### src/rtl/ifu_fetch_unit_if.sv
// rtl/ifu_fetch_unit_if.sv - fetch unit bundle: PC request, AR/R read bus, instruction response
// master is the fetch unit side; slave is the environment (PC stage, memory, IDU).
interface ifu_fetch_unit_if #(
  parameter int unsigned XLEN = 32
);
  logic            in_valid;
  logic            in_ready;
  logic [XLEN-1:0] in_pc;
  logic            flush;

  logic            mem_arvalid;
  logic            mem_arready;
  logic [XLEN-1:0] mem_araddr;
  logic            mem_rvalid;
  logic            mem_rready;
  logic [XLEN-1:0] mem_rdata;
  logic [1:0]      mem_rresp;

  logic            out_valid;
  logic            out_ready;
  logic [XLEN-1:0] out_pc;
  logic [XLEN-1:0] out_inst;
  logic [1:0]      out_exc;

  modport master (
    input  in_valid, in_pc, flush,
    input  mem_arready, mem_rvalid, mem_rdata, mem_rresp,
    input  out_ready,
    output in_ready,
    output mem_arvalid, mem_araddr, mem_rready,
    output out_valid, out_pc, out_inst, out_exc
  );

  modport slave (
    output in_valid, in_pc, flush,
    output mem_arready, mem_rvalid, mem_rdata, mem_rresp,
    output out_ready,
    input  in_ready,
    input  mem_arvalid, mem_araddr, mem_rready,
    input  out_valid, out_pc, out_inst, out_exc
  );
endinterface

### src/rtl/ifu_fetch_unit.sv
// rtl/ifu_fetch_unit.sv - non-pipelined instruction fetch unit, one outstanding read
// Handshaked PC in, single AR/R read, {pc, inst, exc} out; flush drops in-flight work.
module ifu_fetch_unit #(
  parameter int unsigned     XLEN       = 32,
  parameter int unsigned     ALIGN_BITS = 2,
  parameter logic [XLEN-1:0] NOP_INST   = XLEN'(32'h0000_0013)
) (
  input  logic               clk,
  input  logic               rst,
  ifu_fetch_unit_if.master   bus
);

  localparam logic [XLEN-1:0] ALIGN_MASK = (XLEN'(1) << ALIGN_BITS) - XLEN'(1);

  localparam logic [1:0] EXC_NONE  = 2'b00;
  localparam logic [1:0] EXC_ALIGN = 2'b01;
  localparam logic [1:0] EXC_FAULT = 2'b10;

  typedef enum logic [1:0] {
    S_IDLE,
    S_AR,
    S_R,
    S_DONE
  } state_e;

  state_e          state_q, state_d;
  logic            drop_q, drop_d;
  logic [XLEN-1:0] pc_q, pc_d;
  logic [XLEN-1:0] inst_q, inst_d;
  logic [1:0]      exc_q, exc_d;
  logic            misaligned;

  assign misaligned = (bus.in_pc & ALIGN_MASK) != '0;

  always_ff @(posedge clk) begin
    if (rst) begin
      state_q <= S_IDLE;
      drop_q  <= 1'b0;
      pc_q    <= '0;
      inst_q  <= '0;
      exc_q   <= EXC_NONE;
    end else begin
      state_q <= state_d;
      drop_q  <= drop_d;
      pc_q    <= pc_d;
      inst_q  <= inst_d;
      exc_q   <= exc_d;
    end
  end

  always_comb begin
    state_d = state_q;
    drop_d  = drop_q;
    pc_d    = pc_q;
    inst_d  = inst_q;
    exc_d   = exc_q;

    unique case (state_q)
      S_IDLE: begin
        if (bus.in_valid && !bus.flush) begin
          pc_d = bus.in_pc;
          if (misaligned) begin
            inst_d  = NOP_INST;
            exc_d   = EXC_ALIGN;
            state_d = S_DONE;
          end else begin
            state_d = S_AR;
          end
        end
      end

      // The address handshake is never withdrawn; a redirect only marks the response stale.
      S_AR: begin
        if (bus.flush) begin
          drop_d = 1'b1;
        end
        if (bus.mem_arready) begin
          state_d = S_R;
        end
      end

      S_R: begin
        if (bus.mem_rvalid) begin
          if (drop_q || bus.flush) begin
            drop_d  = 1'b0;
            state_d = S_IDLE;
          end else begin
            if (bus.mem_rresp == 2'b00) begin
              inst_d = bus.mem_rdata;
              exc_d  = EXC_NONE;
            end else begin
              inst_d = NOP_INST;
              exc_d  = EXC_FAULT;
            end
            state_d = S_DONE;
          end
        end else if (bus.flush) begin
          drop_d = 1'b1;
        end
      end

      S_DONE: begin
        if (bus.out_ready || bus.flush) begin
          state_d = S_IDLE;
        end
      end

      default: state_d = S_IDLE;
    endcase
  end

  assign bus.in_ready    = (state_q == S_IDLE);
  assign bus.mem_arvalid = (state_q == S_AR);
  assign bus.mem_rready  = (state_q == S_R);
  assign bus.out_valid   = (state_q == S_DONE);
  assign bus.mem_araddr  = pc_q;
  assign bus.out_pc      = pc_q;
  assign bus.out_inst    = inst_q;
  assign bus.out_exc     = exc_q;

endmodule
### src/flat_wrapper.sv
// flat-port wrapper written by rule: the top's interface ports become plain ports
module ifu_fetch_unit_flat 
#(
  parameter int unsigned     XLEN       = 32,
  parameter int unsigned     ALIGN_BITS = 2,
  parameter logic [XLEN-1:0] NOP_INST   = XLEN'(32'h0000_0013)
)
  (clk, rst, bus_in_valid, bus_in_pc, bus_flush, bus_mem_arready, bus_mem_rvalid, bus_mem_rdata, bus_mem_rresp, bus_out_ready, bus_in_ready, bus_mem_arvalid, bus_mem_araddr, bus_mem_rready, bus_out_valid, bus_out_pc, bus_out_inst, bus_out_exc);
  ifu_fetch_unit_if #(.XLEN(XLEN)) bus_i ();
  input  logic clk;
  input  logic rst;
  input wire logic [$bits(bus_i.in_valid)-1:0] bus_in_valid;
  input wire logic [$bits(bus_i.in_pc)-1:0] bus_in_pc;
  input wire logic [$bits(bus_i.flush)-1:0] bus_flush;
  input wire logic [$bits(bus_i.mem_arready)-1:0] bus_mem_arready;
  input wire logic [$bits(bus_i.mem_rvalid)-1:0] bus_mem_rvalid;
  input wire logic [$bits(bus_i.mem_rdata)-1:0] bus_mem_rdata;
  input wire logic [$bits(bus_i.mem_rresp)-1:0] bus_mem_rresp;
  input wire logic [$bits(bus_i.out_ready)-1:0] bus_out_ready;
  output wire logic [$bits(bus_i.in_ready)-1:0] bus_in_ready;
  output wire logic [$bits(bus_i.mem_arvalid)-1:0] bus_mem_arvalid;
  output wire logic [$bits(bus_i.mem_araddr)-1:0] bus_mem_araddr;
  output wire logic [$bits(bus_i.mem_rready)-1:0] bus_mem_rready;
  output wire logic [$bits(bus_i.out_valid)-1:0] bus_out_valid;
  output wire logic [$bits(bus_i.out_pc)-1:0] bus_out_pc;
  output wire logic [$bits(bus_i.out_inst)-1:0] bus_out_inst;
  output wire logic [$bits(bus_i.out_exc)-1:0] bus_out_exc;
  assign bus_i.in_valid = bus_in_valid;
  assign bus_i.in_pc = bus_in_pc;
  assign bus_i.flush = bus_flush;
  assign bus_i.mem_arready = bus_mem_arready;
  assign bus_i.mem_rvalid = bus_mem_rvalid;
  assign bus_i.mem_rdata = bus_mem_rdata;
  assign bus_i.mem_rresp = bus_mem_rresp;
  assign bus_i.out_ready = bus_out_ready;
  assign bus_in_ready = bus_i.in_ready;
  assign bus_mem_arvalid = bus_i.mem_arvalid;
  assign bus_mem_araddr = bus_i.mem_araddr;
  assign bus_mem_rready = bus_i.mem_rready;
  assign bus_out_valid = bus_i.out_valid;
  assign bus_out_pc = bus_i.out_pc;
  assign bus_out_inst = bus_i.out_inst;
  assign bus_out_exc = bus_i.out_exc;
  ifu_fetch_unit #(.XLEN(XLEN), .ALIGN_BITS(ALIGN_BITS), .NOP_INST(NOP_INST)) u_core (.clk(clk), .rst(rst), .bus(bus_i));
endmodule
### config.mk
export PLATFORM = sky130hd
export DESIGN_NAME = ifu_fetch_unit_flat
export DESIGN_NICKNAME = d
export VERILOG_FILES = /design/src/rtl/ifu_fetch_unit_if.sv /design/src/rtl/ifu_fetch_unit.sv /design/src/flat_wrapper.sv
export SDC_FILE = /design/constraint.sdc
export NUM_CORES = 1
export LEC_CHECK = 0
export ABC_CLOCK_PERIOD_IN_PS = 2250
export BUFFER_PORTS_ARGS = -buffer_cell sky130_fd_sc_hd__buf_2
export CELL_PAD_IN_SITES_DETAIL_PLACEMENT = 1
export CELL_PAD_IN_SITES_GLOBAL_PLACEMENT = 1
export CORE_ASPECT_RATIO = 1.2
export CORE_MARGIN = 2
export CORE_UTILIZATION = 31
export CTS_BUF_LIST = sky130_fd_sc_hd__clkbuf_16
export DETAILED_ROUTE_END_ITERATION = 16
export PLACE_DENSITY = 0.87
export SYNTH_ARGS = -nofsm -noshare
export SYNTH_HDL_FRONTEND = slang
export SYNTH_SLANG_ARGS = --single-unit
### constraint.sdc
create_clock -name clk -period 2.25 [get_ports clk]
set_input_delay 0.225 -clock clk [delete_from_list [all_inputs] [get_ports clk]]
set_output_delay 0.225 -clock clk [all_outputs]
set_load 0.02 [all_outputs]
Word-level counts from Yosys, hierarchy flattened

Cells that the tools add are included.

Register bits after elaboration: 69
Output and inout port bits: 102
Word-level logic and storage cells: 51

Eq/ne operators: 10
Muxes and demuxes: 23
Reductions and logical operators: 13

Operator list:

| kind                 | count |
|---|---|
| $mux W32             | 5 |
| $pmux W32 S2         | 1 |
| $reduce_bool A32 Y1  | 1 |
| $mux W2              | 11 |
| $pmux W2 S4          | 1 |
| $ne A2 B1 Y1 const B | 3 |
| $ne A2 B2 Y1 const B | 3 |
| $reduce_and A5 Y1    | 1 |
| $eq A2 B2 Y1 const B | 2 |
| $logic_not A2 Y1     | 2 |
| $pmux W2 S2          | 1 |
| $reduce_and A2 Y1    | 2 |
| $reduce_and A4 Y1    | 1 |
| $reduce_bool A2 Y1   | 2 |
| $mux W1              | 3 |
| $ne A3 B2 Y1 const B | 1 |
| $eq A2 B1 Y1 const B | 1 |
| $logic_or A1 B1 Y1   | 2 |
| $pmux W1 S2          | 1 |
| $logic_and A1 B1 Y1  | 1 |
| $logic_not A1 Y1     | 1 |

Depth between registers and ports, before layout

Depth in word-level cells: 5
Mapped depth: 7
Mapped depth without buffers: 3

Least setup slack after synthesis

No wires, ideal clock.

Path type: reg-to-reg
Start: register u_core.state_q[1]
End: register u_core.inst_q[4] (netlist: u_core.bus.out_inst[4])
Library setup time: 121 ps
Arrival time: 1696 ps
Setup slack: 433 ps
Cell stages (with the launch flop): 7
Period minus slack after synthesis: 1817 ps
Cell sequence: dfxtp_1 > or4b_1 > clkbuf_1 > o32a_1 > buf_6 > buf_6 > mux2_4

Word-level cells in the longest chain between the ends: 3
Elaborated cells between the ends (all ways): 9
Those cells by class: 5 x eq/ne; 1 x mux; 3 x reduce/logical

RTL lines:

| item                                                  | line                 | source |
|---|---|---|
| start: declaration                                    | ifu_fetch_unit.sv:26 | `state_e state_q, state_d;` |
| start signal: assignment                              | ifu_fetch_unit.sv:43 | `state_q <= state_d;` |
| $eq A2 B2 Y1 or $logic_not A2 Y1 (tied branches)      | ifu_fetch_unit.sv:58 | `unique case (state_q)` |
| $ne A2 B2 Y1 (no source line) (tied with other cells) | --                   |  |
| $reduce_and A5 Y1 (no source line)                    | --                   |  |
| end signal: assignment                                | ifu_fetch_unit.sv:46 | `inst_q <= inst_d;` |
| end: declaration                                      | ifu_fetch_unit.sv:29 | `logic [XLEN-1:0] inst_q, inst_d;` |

Several ways; a longest one is shown, not always the timed one.
A chain may end at the register's enable or synchronous reset.

Final worst setup path

Start: register u_core.state_q[0]
End: register u_core.inst_q[2] (netlist: u_core.bus.out_inst[2])

Same word-level chain as after synthesis.

==> key figures <==
Synth
  • Post-synthesis sequential area ratio: between 40% and 50%
  • Top_reg_cell synth: dfxtp_1
  • Synth Register Bits: 69
  • Asr flop ratio synth: 0%
  • Synthesis Warnings: 0
  • Most frequent cell after synthesis: dfxtp_1
  • Post-synth net total: 432
  • Cells after Synth: 359
  • Yosys top cell area share: 43.7%
  • Library cell with the largest summed area after synthesis: dfxtp_1
  • Number of library cell types mapped by synthesis: 28
  • Synth top area cells: dfxtp_1 44%, mux2i_1 9.2%, buf_4 7.6%
  • Syn avg cell area: 8.81 um2
  • Number of synthesized flops with an enable pin: 0
  • Mapped cell area: 3160 um2
  • Commonest cells in the netlist: 69 x dfxtp_1, 64 x nand2_1, 37 x a21oi_1, 32 x buf_4, 32 x nand2b_1

Run
  • Max-cap violations: 0

Critical path
  • Crit. path cell count: 4
  • Slowest cell on the critical path: or4b_1
  • Crit path max-delay family: simple AND/OR/NAND/NOR gates
  • CP Cell Sequence: or4b_1 -> o32a_2 -> buf_4 -> mux2i_1
  • Reg2reg path depth: 4
  • Worst Path Arrival: 2.02 ns
  • Worst Path Buf+Inv: 1
  • Critical Path Max Stage Delay: around 0.56 ns
  • R2R setup slack: 0.44 ns
  • Worst endpoint required time: 2.45 ns
  • Crit Path Category: flop to flop
  • CP endpoint kind: flop
  • Worst-path fanout max: 14
  • CP startpoint kind: flop

Route
  • Detailed-route DRC error count: 0
  • Initial drt markers: 90
  • TritonRoute pass-1 iters: 4
  • Vias: approximately 2900
  • Vias/cell: 4.61
  • Antenna Violating Nets Remaining: 0
  • WL final: 8820 um
  • Wire length per cell: 14.1 um

Floorplan
  • Die W: 96.2 um
  • Die Area: 11000 um2
  • Num rows: 40
  • Ports: 175
  • Placeable Area: 9960 um2
  • Die Ht: between 100 and 150 um
  • Initial cell density of the core: 31.7%

Clock tree
  • Post-CTS setup buffers: 0
  • CTS tree: done
  • Num Clock Sinks: 69
  • CTS resizes: 0
  • CTS Hold Bufs: 0
  • H-tree Lvls: 3
  • CTS root buf: clkbuf_16
  • Clk slew on worst S/H paths: roughly 0.060 ns
  • Inserted Clock Buffers: 9
  • Skew-Pair Late Insertion Delay: 0.32 ns
  • Clock buffer depth: 2

Cells and area
  • # diodes: 0
  • Area Growth Syn to Fin: 33.1%
  • Final Instance Count excl. Fillers: 624
  • Fin nets: 566
  • Filler Cell Count: 1208
  • Layout cells sized above 1: around two fifths

Power
  • Final Power: 0.00314 W
  • Pwr Density: 747 nW/um2
  • Peak supply drop: 0.274 mV
  • Total leakage power: ~2.1 nW

GRT
  • GRT Resource Usage Total: 15.8%
  • Number of global-route vias before repair: 2911
  • Initial antenna violation count: 0
  • Largest net degree at the start of global routing: 69
  • First-pass GRT wire length: 13700 um
  • Remaining global-route overflow: 0

Min path
  • Hold path depth: 3
  • Hold Crit Class: input pin to flop

Outcome
  • Status: finished clean

Place
  • GP Congestion: 0.719
  • Buffers added on ports: 174
  • Pre-CTS setup slack: 0.393 ns
  • HPWL Detailed: 6670 um
  • Inst Count DP: 608

Timing
  • Tcrit/Tclk final: 80.6%
  • Fin crit period: 1.81 ns
  • Final setup fails: 0
  • Tightest Pin Transition: 0.838 ns
  • RSZ-0062 raised after global routing: false
  • Final WS setup: approximately 0.44 ns
  • Setup TNS Final: 0 ns
  • Max transition margin: 44.1%
  • Final Max Slew Viols: 0
  • Fmax: 552 MHz
  • Clock skew: 0.00546 ns
  • Final Hold Viols: 0
## stage by stage
| stage | utilization, % | cell area [um2] | hold slack [ns] |
|---|---|---|---|
| floorplan | - | 3160 | 0.361 |
| global placement | 39.3 | 3920 | 0.452 |
| global route | 42.2 | 4210 | 0.131 |
| CTS | 42.2 | 4210 | 0.127 |
| detailed placement | 39.3 | 3920 | 0.461 |
| finish | 42.2 | 4210 | 0.136 |
## report_power, final
group	total (W)	internal [W]	leakage (nW)	switching, W
clock network	0.00137	0.000849	0.135	0.000519
registers	0.00130	0.00127	0.560	0.0000308
logic	0.000478	0.000195	1.41	0.000283
## flip-flops by register name, indices dropped and copies added (netlist names)
signal	flops
u_core.bus.out_exc	2
u_core.drop_q	1
u_core.state_q	2
u_core.bus.mem_araddr	32
u_core.bus.out_inst	32
## layer usage
metal  wire length (um)  vias up  track usage (%)
met5                  0        -                0
met3                651        9             4.87
met4                107        0             5.43
met2               4430      111             27.5
met1               3630     1332             18.1
li1                   -     1422                -
## worst paths after layout
kind                                                                to                                   from
worst min register to register   u_core.bus.mem_araddr[3]$_SDFFE_PP0P_  u_core.bus.mem_araddr[3]$_SDFFE_PP0P_
worst max register to register     u_core.bus.out_inst[2]$_SDFFE_PP0P_         u_core.state_q[0]$_SDFFE_PP0P_
worst min-delay path            u_core.bus.mem_araddr[25]$_SDFFE_PP0P_                          bus_in_pc[25]
worst max-delay path               u_core.bus.out_inst[2]$_SDFFE_PP0P_         u_core.state_q[0]$_SDFFE_PP0P_
## cells by family after synthesis
| kind of cell | Yosys count | share of synthesized area, % |
|---|---|---|
| simple gates | 143 | 24.6 |
| flops | 69 | 43.7 |
| buf+inv | 65 | 12.3 |
| compound gates | 48 | 8.35 |
| mux | 34 | 11.1 |
## final cells by class
type | instances | area (um2) | share of cell area, %
clock buffers | 9 | 225 | 5.35
clock inverters | 7 | 66.3 | 1.58
inverters | 5 | 18.8 | 0.446
multi-input cells | 225 | 1410 | 33.5
flip-flops and latches | 69 | 1380 | 32.8
well taps | 126 | 158 | 3.75
repair buffers | 183 | 951 | 22.6
## cell usage in the layout (no fill, tap or decap)
cell        netlist  layout
o2bb2ai_1         1       1
clkinv_1          0       1
o21ai_0           4       4
buf_12            0       1
or4b_1            1       1
nor3b_1           2       2
mux2_2            4       4
nor2b_1           5       5
nor4b_2           1       1
clkinv_2          0       2
nor3_1            2       2
nor4b_4           0       1
a21oi_1          37      37
nand3b_1         30      30
nor2_1            4       4
bufinv_16         0       1
buf_2             2     174
mux2i_1          29      29
dfxtp_1          69      69
buf_4            32       8
and2_1            1       1
inv_1             5       5
clkbuf_16         0       9
o32a_2            0       1
a211o_1           1       1
o31ai_1           1       1
clkinvlp_4        0       3
a211oi_1          2       2
a221oi_1          1       1
nand2b_1         32      32
nand2_1          64      64
mux2_4            1       1
## worst reg2reg max path, stage by stage (launching register included)
cell and delay [ns]:
dfxtp_1 0.34, or4b_1 0.56, o32a_2 0.37, buf_4 0.28, mux2i_1 0.14
No activity file was read; power rests on OpenSTA's default activity.
